==> src/rtl/mem_access_pkg.sv <==
// =============================================================================
// mem_access_pkg : shared types and defaults for the memory-access stage
// Revision 1.0
// =============================================================================
`default_nettype none

package mem_access_pkg;

   localparam int MEM_TIMEOUT_DEFAULT = 16;
   localparam int MEM_ADDR_W          = 5;
   localparam int MEM_DATA_W          = 32;

   typedef enum logic [0:0] {
      MEM_IDLE = 1'b0,
      MEM_WAIT = 1'b1
   } mem_state_t;

   typedef struct packed {
      logic                  valid;
      logic                  mem_to_reg;
      logic                  reg_write;
      logic [MEM_ADDR_W-1:0] addr;
      logic [MEM_DATA_W-1:0] read_data;
      logic [31:0]           alu_out;
   } mem_wb_t;

endpackage

`default_nettype wire

==> src/rtl/mem_access_wb_reg.sv <==
// =============================================================================
// mem_wb_reg : MEM/WB pipeline register with load-enable and bubble insertion
// Revision 1.0
// =============================================================================
`default_nettype none

module mem_wb_reg
   import mem_access_pkg::*;
(
   input  logic    clk,
   input  logic    rst,
   input  logic    i_load,
   input  logic    i_bubble,
   input  mem_wb_t i_d,
   output mem_wb_t o_q
);

   mem_wb_t r_q;

   // A bubble kills the slot but leaves the data fields holding their last values
   always_ff @(posedge clk or posedge rst) begin
      if (rst) begin
         r_q <= '0;
      end else if (i_load) begin
         r_q <= i_d;
      end else if (i_bubble) begin
         r_q.valid     <= 1'b0;
         r_q.reg_write <= 1'b0;
      end
   end

   assign o_q = r_q;

endmodule

`default_nettype wire

==> src/rtl/mem_access.sv <==
// =============================================================================
// mem_access : pipeline memory stage; ready-handshake to data memory, stalls
//              upstream while waiting. Optional abort: MEM_ACCESS_TIMEOUT_EN.
// Revision 1.0
// =============================================================================
`default_nettype none

module mem_access
   import mem_access_pkg::*;
#(
   parameter int ADDR_LINE      = MEM_ADDR_W,
   parameter int D_SIZE         = MEM_DATA_W,
   parameter int TIMEOUT_CYCLES = MEM_TIMEOUT_DEFAULT
)
(
   input  logic                 clk,
   input  logic                 rst,
   input  logic                 ex_valid,
   input  logic                 mem_read,
   input  logic                 mem_write,
   input  logic                 mem_to_reg_in,
   input  logic                 reg_write_in,
   input  logic [31:0]          alu_out_in,
   input  logic [D_SIZE-1:0]    store_data,
   input  logic [ADDR_LINE-1:0] rd_addr_in,
   output logic                 stall,
   output logic                 dmem_req,
   output logic                 dmem_we,
   output logic [31:0]          dmem_addr,
   output logic [D_SIZE-1:0]    dmem_wdata,
   input  logic                 dmem_ready,
   input  logic [D_SIZE-1:0]    dmem_rdata,
`ifdef MEM_ACCESS_TIMEOUT_EN
   output logic                 mem_timeout_err,
`endif
   output logic                 wb_valid,
   output logic                 wb_mem_to_reg,
   output logic                 wb_reg_write,
   output logic [ADDR_LINE-1:0] wb_addr_in,
   output logic [D_SIZE-1:0]    wb_read_data,
   output logic [31:0]          wb_alu_out
);

   mem_state_t r_state;
   mem_state_t w_next;
   logic       w_acc;
   logic       w_is_load;
   logic       w_req;
   logic       w_stall;
   logic       w_timeout;
   mem_wb_t    w_wb_d;
   mem_wb_t    w_wb_q;

   assign w_acc     = ex_valid & (mem_read | mem_write);
   assign w_is_load = mem_read & ~mem_write;

`ifdef MEM_ACCESS_TIMEOUT_EN
   localparam int CNT_W = $clog2(TIMEOUT_CYCLES) + 1;

   logic [CNT_W-1:0] r_wait_cnt;
   logic             r_timeout_err;

   assign w_timeout = (r_state == MEM_WAIT) & ~dmem_ready
                    & (r_wait_cnt == CNT_W'(TIMEOUT_CYCLES - 1));

   always_ff @(posedge clk or posedge rst) begin
      if (rst) begin
         r_wait_cnt    <= '0;
         r_timeout_err <= 1'b0;
      end else begin
         r_timeout_err <= w_timeout;
         if (r_state == MEM_IDLE) begin
            r_wait_cnt <= '0;
         end else begin
            r_wait_cnt <= r_wait_cnt + 1'b1;
         end
      end
   end

   assign mem_timeout_err = r_timeout_err;
`else
   logic w_unused_timeout;
   assign w_unused_timeout = |TIMEOUT_CYCLES;
   assign w_timeout        = 1'b0;
`endif

   always_ff @(posedge clk or posedge rst) begin
      if (rst) begin
         r_state <= MEM_IDLE;
      end else begin
         r_state <= w_next;
      end
   end

   always_comb begin
      w_next  = r_state;
      w_req   = 1'b0;
      w_stall = 1'b0;
      case (r_state)
         MEM_IDLE: begin
            w_req   = w_acc;
            w_stall = w_acc & ~dmem_ready;
            if (w_stall) begin
               w_next = MEM_WAIT;
            end
         end
         MEM_WAIT: begin
            w_req   = ~w_timeout;
            w_stall = ~dmem_ready & ~w_timeout;
            if (dmem_ready | w_timeout) begin
               w_next = MEM_IDLE;
            end
         end
         default: w_next = MEM_IDLE;
      endcase
   end

   // Reset is asynchronous, so the request must vanish without waiting for an edge
   assign dmem_req   = w_req & ~rst;
   assign stall      = w_stall & ~rst;
   assign dmem_we    = mem_write & ~rst;
   assign dmem_addr  = rst ? '0 : alu_out_in;
   assign dmem_wdata = rst ? '0 : store_data;

   always_comb begin
      w_wb_d            = '0;
      w_wb_d.valid      = ex_valid;
      w_wb_d.mem_to_reg = mem_to_reg_in;
      w_wb_d.reg_write  = reg_write_in & ex_valid & ~w_timeout;
      w_wb_d.addr       = rd_addr_in;
      w_wb_d.read_data  = (ex_valid & w_is_load & ~w_timeout) ? dmem_rdata : '0;
      w_wb_d.alu_out    = alu_out_in;
   end

   mem_wb_reg u_mem_wb_reg (
      .clk      (clk),
      .rst      (rst),
      .i_load   (~w_stall),
      .i_bubble (w_stall),
      .i_d      (w_wb_d),
      .o_q      (w_wb_q)
   );

   assign wb_valid      = w_wb_q.valid;
   assign wb_mem_to_reg = w_wb_q.mem_to_reg;
   assign wb_reg_write  = w_wb_q.reg_write;
   assign wb_addr_in    = w_wb_q.addr;
   assign wb_read_data  = w_wb_q.read_data;
   assign wb_alu_out    = w_wb_q.alu_out;

endmodule

`default_nettype wire

==> config.mk <==
export PLATFORM = sky130hd
export DESIGN_NAME = mem_access
export DESIGN_NICKNAME = d
export VERILOG_FILES = /design/src/rtl/mem_access_pkg.sv /design/src/rtl/mem_access_wb_reg.sv /design/src/rtl/mem_access.sv
export SDC_FILE = /design/constraint.sdc
export NUM_CORES = 1
export LEC_CHECK = 0
export CORE_ASPECT_RATIO = 1.25
export CORE_MARGIN = 2
export CORE_UTILIZATION = 34
export CTS_BUF_LIST = sky130_fd_sc_hd__clkbuf_8
export DETAILED_ROUTE_END_ITERATION = 16
export HOLD_SLACK_MARGIN = 0.05
export PLACE_DENSITY = 0.79
export SYNTH_ARGS = -nofsm -noshare
export SYNTH_HDL_FRONTEND = slang
export SYNTH_HIERARCHICAL = 1
export SYNTH_SLANG_ARGS = --single-unit
==> constraint.sdc <==
create_clock -name clk -period 2.68 [get_ports clk]
set_clock_uncertainty 0.2 [all_clocks]
set_input_delay 0.67 -clock clk [delete_from_list [all_inputs] [get_ports clk]]
set_output_delay 0.67 -clock clk [all_outputs]
set_load 0.03 [all_outputs]
==> results.txt <==
Clock latency on the worst-skew pair -> 0.34 ns
Die Height -> 122.9 um
Largest net degree at the start of global routing -> 32
Vias in the first global route -> 3152
Post-Synth Adder-Cell Area -> 0%
Worst Reg-to-Reg Cells -> 4
Syn-to-layout area delta -> 68.51%
Met2 WL -> 5555 um
Row count -> 43
CP Capture Type -> output pin
FFs w/ async S/R, synth -> 100.0%
Die ar. -> 12180 um^2
PwrDens -> 483.9 nW/um^2
Main area contributors after synthesis -> dfrtp_1 (47%), mux2_4 (26%), nor2b_1 (8.6%)
Utilization after layout -> 58.48%
Synth top cells by count -> dfrtp_1 (73), mux2_4 (67), nor2b_1 (53), and2_4 (21), and2b_1 (12)
Combinational fraction of design power -> 32.6%
WS Path Type -> in2out
Highest routed layer -> met4
Crit path launch type -> input port
GPL Wtd Cong -> 0.7860
Grt ovf -> 0
DRC -> 0
Max-cap viol count -> 0
CP Cell Sequence -> clkdlybuf4s50_1 -> o21ai_1 -> a211oi_1 -> buf_4
CP Buf/Inv Count -> 2
P_int -> 0.002185 W
Initial Util -> 34.70%
Pwr Total -> 0.003136 W
Final ANT Viol Nets -> 0
Area of the mapped netlist -> 3846 um^2
WL met3 -> 729 um
Worst r2r dst -> u_mem_wb_reg/o_q[24]
Clk Tree Root Cell -> clkbuf_8
Synth Area in Compound Gates -> 1.236%
Diode count -> 0
Chip width -> 99.13 um
Synth cell types -> 20
Arrival time worst endpoint -> 1.73 ns
Sequential power share -> 39.2%
Max VDD drop -> 0.2322 mV
Hold Vio Cnt, Final -> 0
Post-Syn Instances -> 271
Post-Route WL -> 10740 um
Slew headroom -> 61.30%
Number of synthesis warnings -> 6
CTS Buf Count -> 9
Layout fillers -> 908
Count leader, synth -> dfrtp_1
Gr usage total -> 17.56%
Lkg Pwr -> 3.091 nW
Critical path's largest stage delay -> 0.47 ns
Slowest cell on the critical path -> clkdlybuf4s50_1
Initial DRC count -> 34
WP data required -> 1.81 ns
PostCTS Resize Cnt -> 1
Met1 Wirelength -> 4261 um
XOR/XNOR share of the synthesized area -> 0%
Dominant synthesized flop cell -> dfrtp_1
Total setup buffers inserted after CTS -> 0
Top delay family on crit path -> buffers and inverters
Sw power -> 0.0009513 W
CP Max Fanout -> 4
Number of synthesized flops with an enable pin -> 0
Total number of vias -> 2943
Slew @ Worst Pin -> 0.5804 ns
H-tree depth -> 3
Routed len/inst -> 16.19 um
Tightest Hold Check Type -> in2async
DR pass1 iterations -> 4
CTS tree -> done
DP Wirelength -> 8143 um
First-pass GRT wire length -> 16630 um
Layout cells sized above 1 -> 36.17%
Min Tclk post-route -> 2.600 ns
Fin nets -> 632
Synth top area share -> 47.50%
Final Cycle Share -> 97.03%
Drt via density -> 4.439
CTS sink cnt -> 73
Core ar. -> 11080 um^2
#FFs+latches synth -> 73
Dpl ws -> 0.0002379 ns
Io pins -> 248
RSZ-0062 raised after global routing -> false
Synthesized Nets -> 380
PortBufs -> 247
Max Fclk -> 0.3846 GHz
CTS Hold Bufs -> 0
Switching Share -> 30.34%
Synth Area per Inst -> 14.19 um^2
RR Startpoint -> r_state
Post-synthesis simple-gate area fraction -> 18.35%
Final setup fails -> 0
Largest family of logic cells by synthesized area -> multiplexers
Clock share of power -> 28.3%
Clock transition at path regs -> 0.07 ns
Status -> finished clean
Multiplexer area fraction after synthesis -> 27.03%
Hold Slack -> 0.1424 ns
Final Max Slew Viols -> 0
Initial antenna violation count -> 0
Clock Path Buffers -> 2
Final worst slack -> 0.07958 ns
R2R setup slack -> 1.10 ns
Area leader, netlist -> dfrtp_1
Seq/Total Area, Yosys -> 47.50%
==> final cells by class <==
cell class,instances,area (um^2),area share [%]
sequential,73,1827,28.19
multi-input combinational,177,1800,27.78
clock buffer,11,151.4,2.336
clock inverter,5,53.80,0.8301
timing repair buffer,259,2465,38.03
tap,135,168.9,2.606
inverter,3,15.01,0.2317
==> power groups by stage <==
stage	Sequential (W)	Clock, W	Combinational (W)
6_report	0.00123	0.000886	0.00102
5_1_grt	0.00124	0.000974	0.00107
4_1_cts	0.00123	0.000929	0.00103
3_5_place_dp	0.00125	0	0.00103
3_3_place_gp	0.00124	0	0.00102
2_1_floorplan	0.00140	0	0.000415
==> per-stage QoR <==
stage | instances | cell area, um^2 | setup TNS [ns]
detailed placement | 647 | 6276 | 0
CTS | 663 | 6481 | 0
floorplan | 271 | 3850 | 0
finish | 663 | 6481 | 0
global route | 663 | 6481 | 0
global placement | 647 | 6276 | -0.01362
==> state kept, by name, summed over array words and instances (netlist names) <==
name              cells
r_state               1
u_mem_wb_reg/o_q     72
==> worst max-delay path by stage <==
| stage | start | to | depth (start not counted) |
|---|---|---|---|
| after global placement | mem_read | stall | 4 |
| final | mem_read | stall | 4 |
| after global routing | mem_read | stall | 4 |
| after CTS | mem_read | stall | 4 |
| after detailed placement | mem_read | stall | 4 |
| after floorplan | mem_read | stall | 2 |
==> metal layers <==
metal,vias up,GRT usage [%]
met5,-,0
met2,136,29.48
met4,0,7.192
met3,16,4.748
met1,1401,21.43
li1,1390,-
==> logic make-up after synthesis <==
group,Yosys count
multiplexers,70
flip-flops,73
AND/OR/NAND/NOR,100
buffers and inverters,21
AO/OA/AOI/OAI,7
==> cells in the final DEF (no fill, tap or decap), types with 3 or more instances in the layout <==
cell | synthesis | final
and2_4 | 21 | 21
nor2b_1 | 53 | 53
and2_1 | 11 | 11
and2b_1 | 12 | 12
clkinv_2 | 0 | 3
clkdlybuf4s50_1 | 0 | 179
mux2_4 | 67 | 67
buf_12 | 7 | 6
clkbuf_8 | 0 | 11
dfrtp_1 | 73 | 73
buf_4 | 0 | 73
mux2_2 | 3 | 3
No activity file was read; power rests on OpenSTA's default activity.
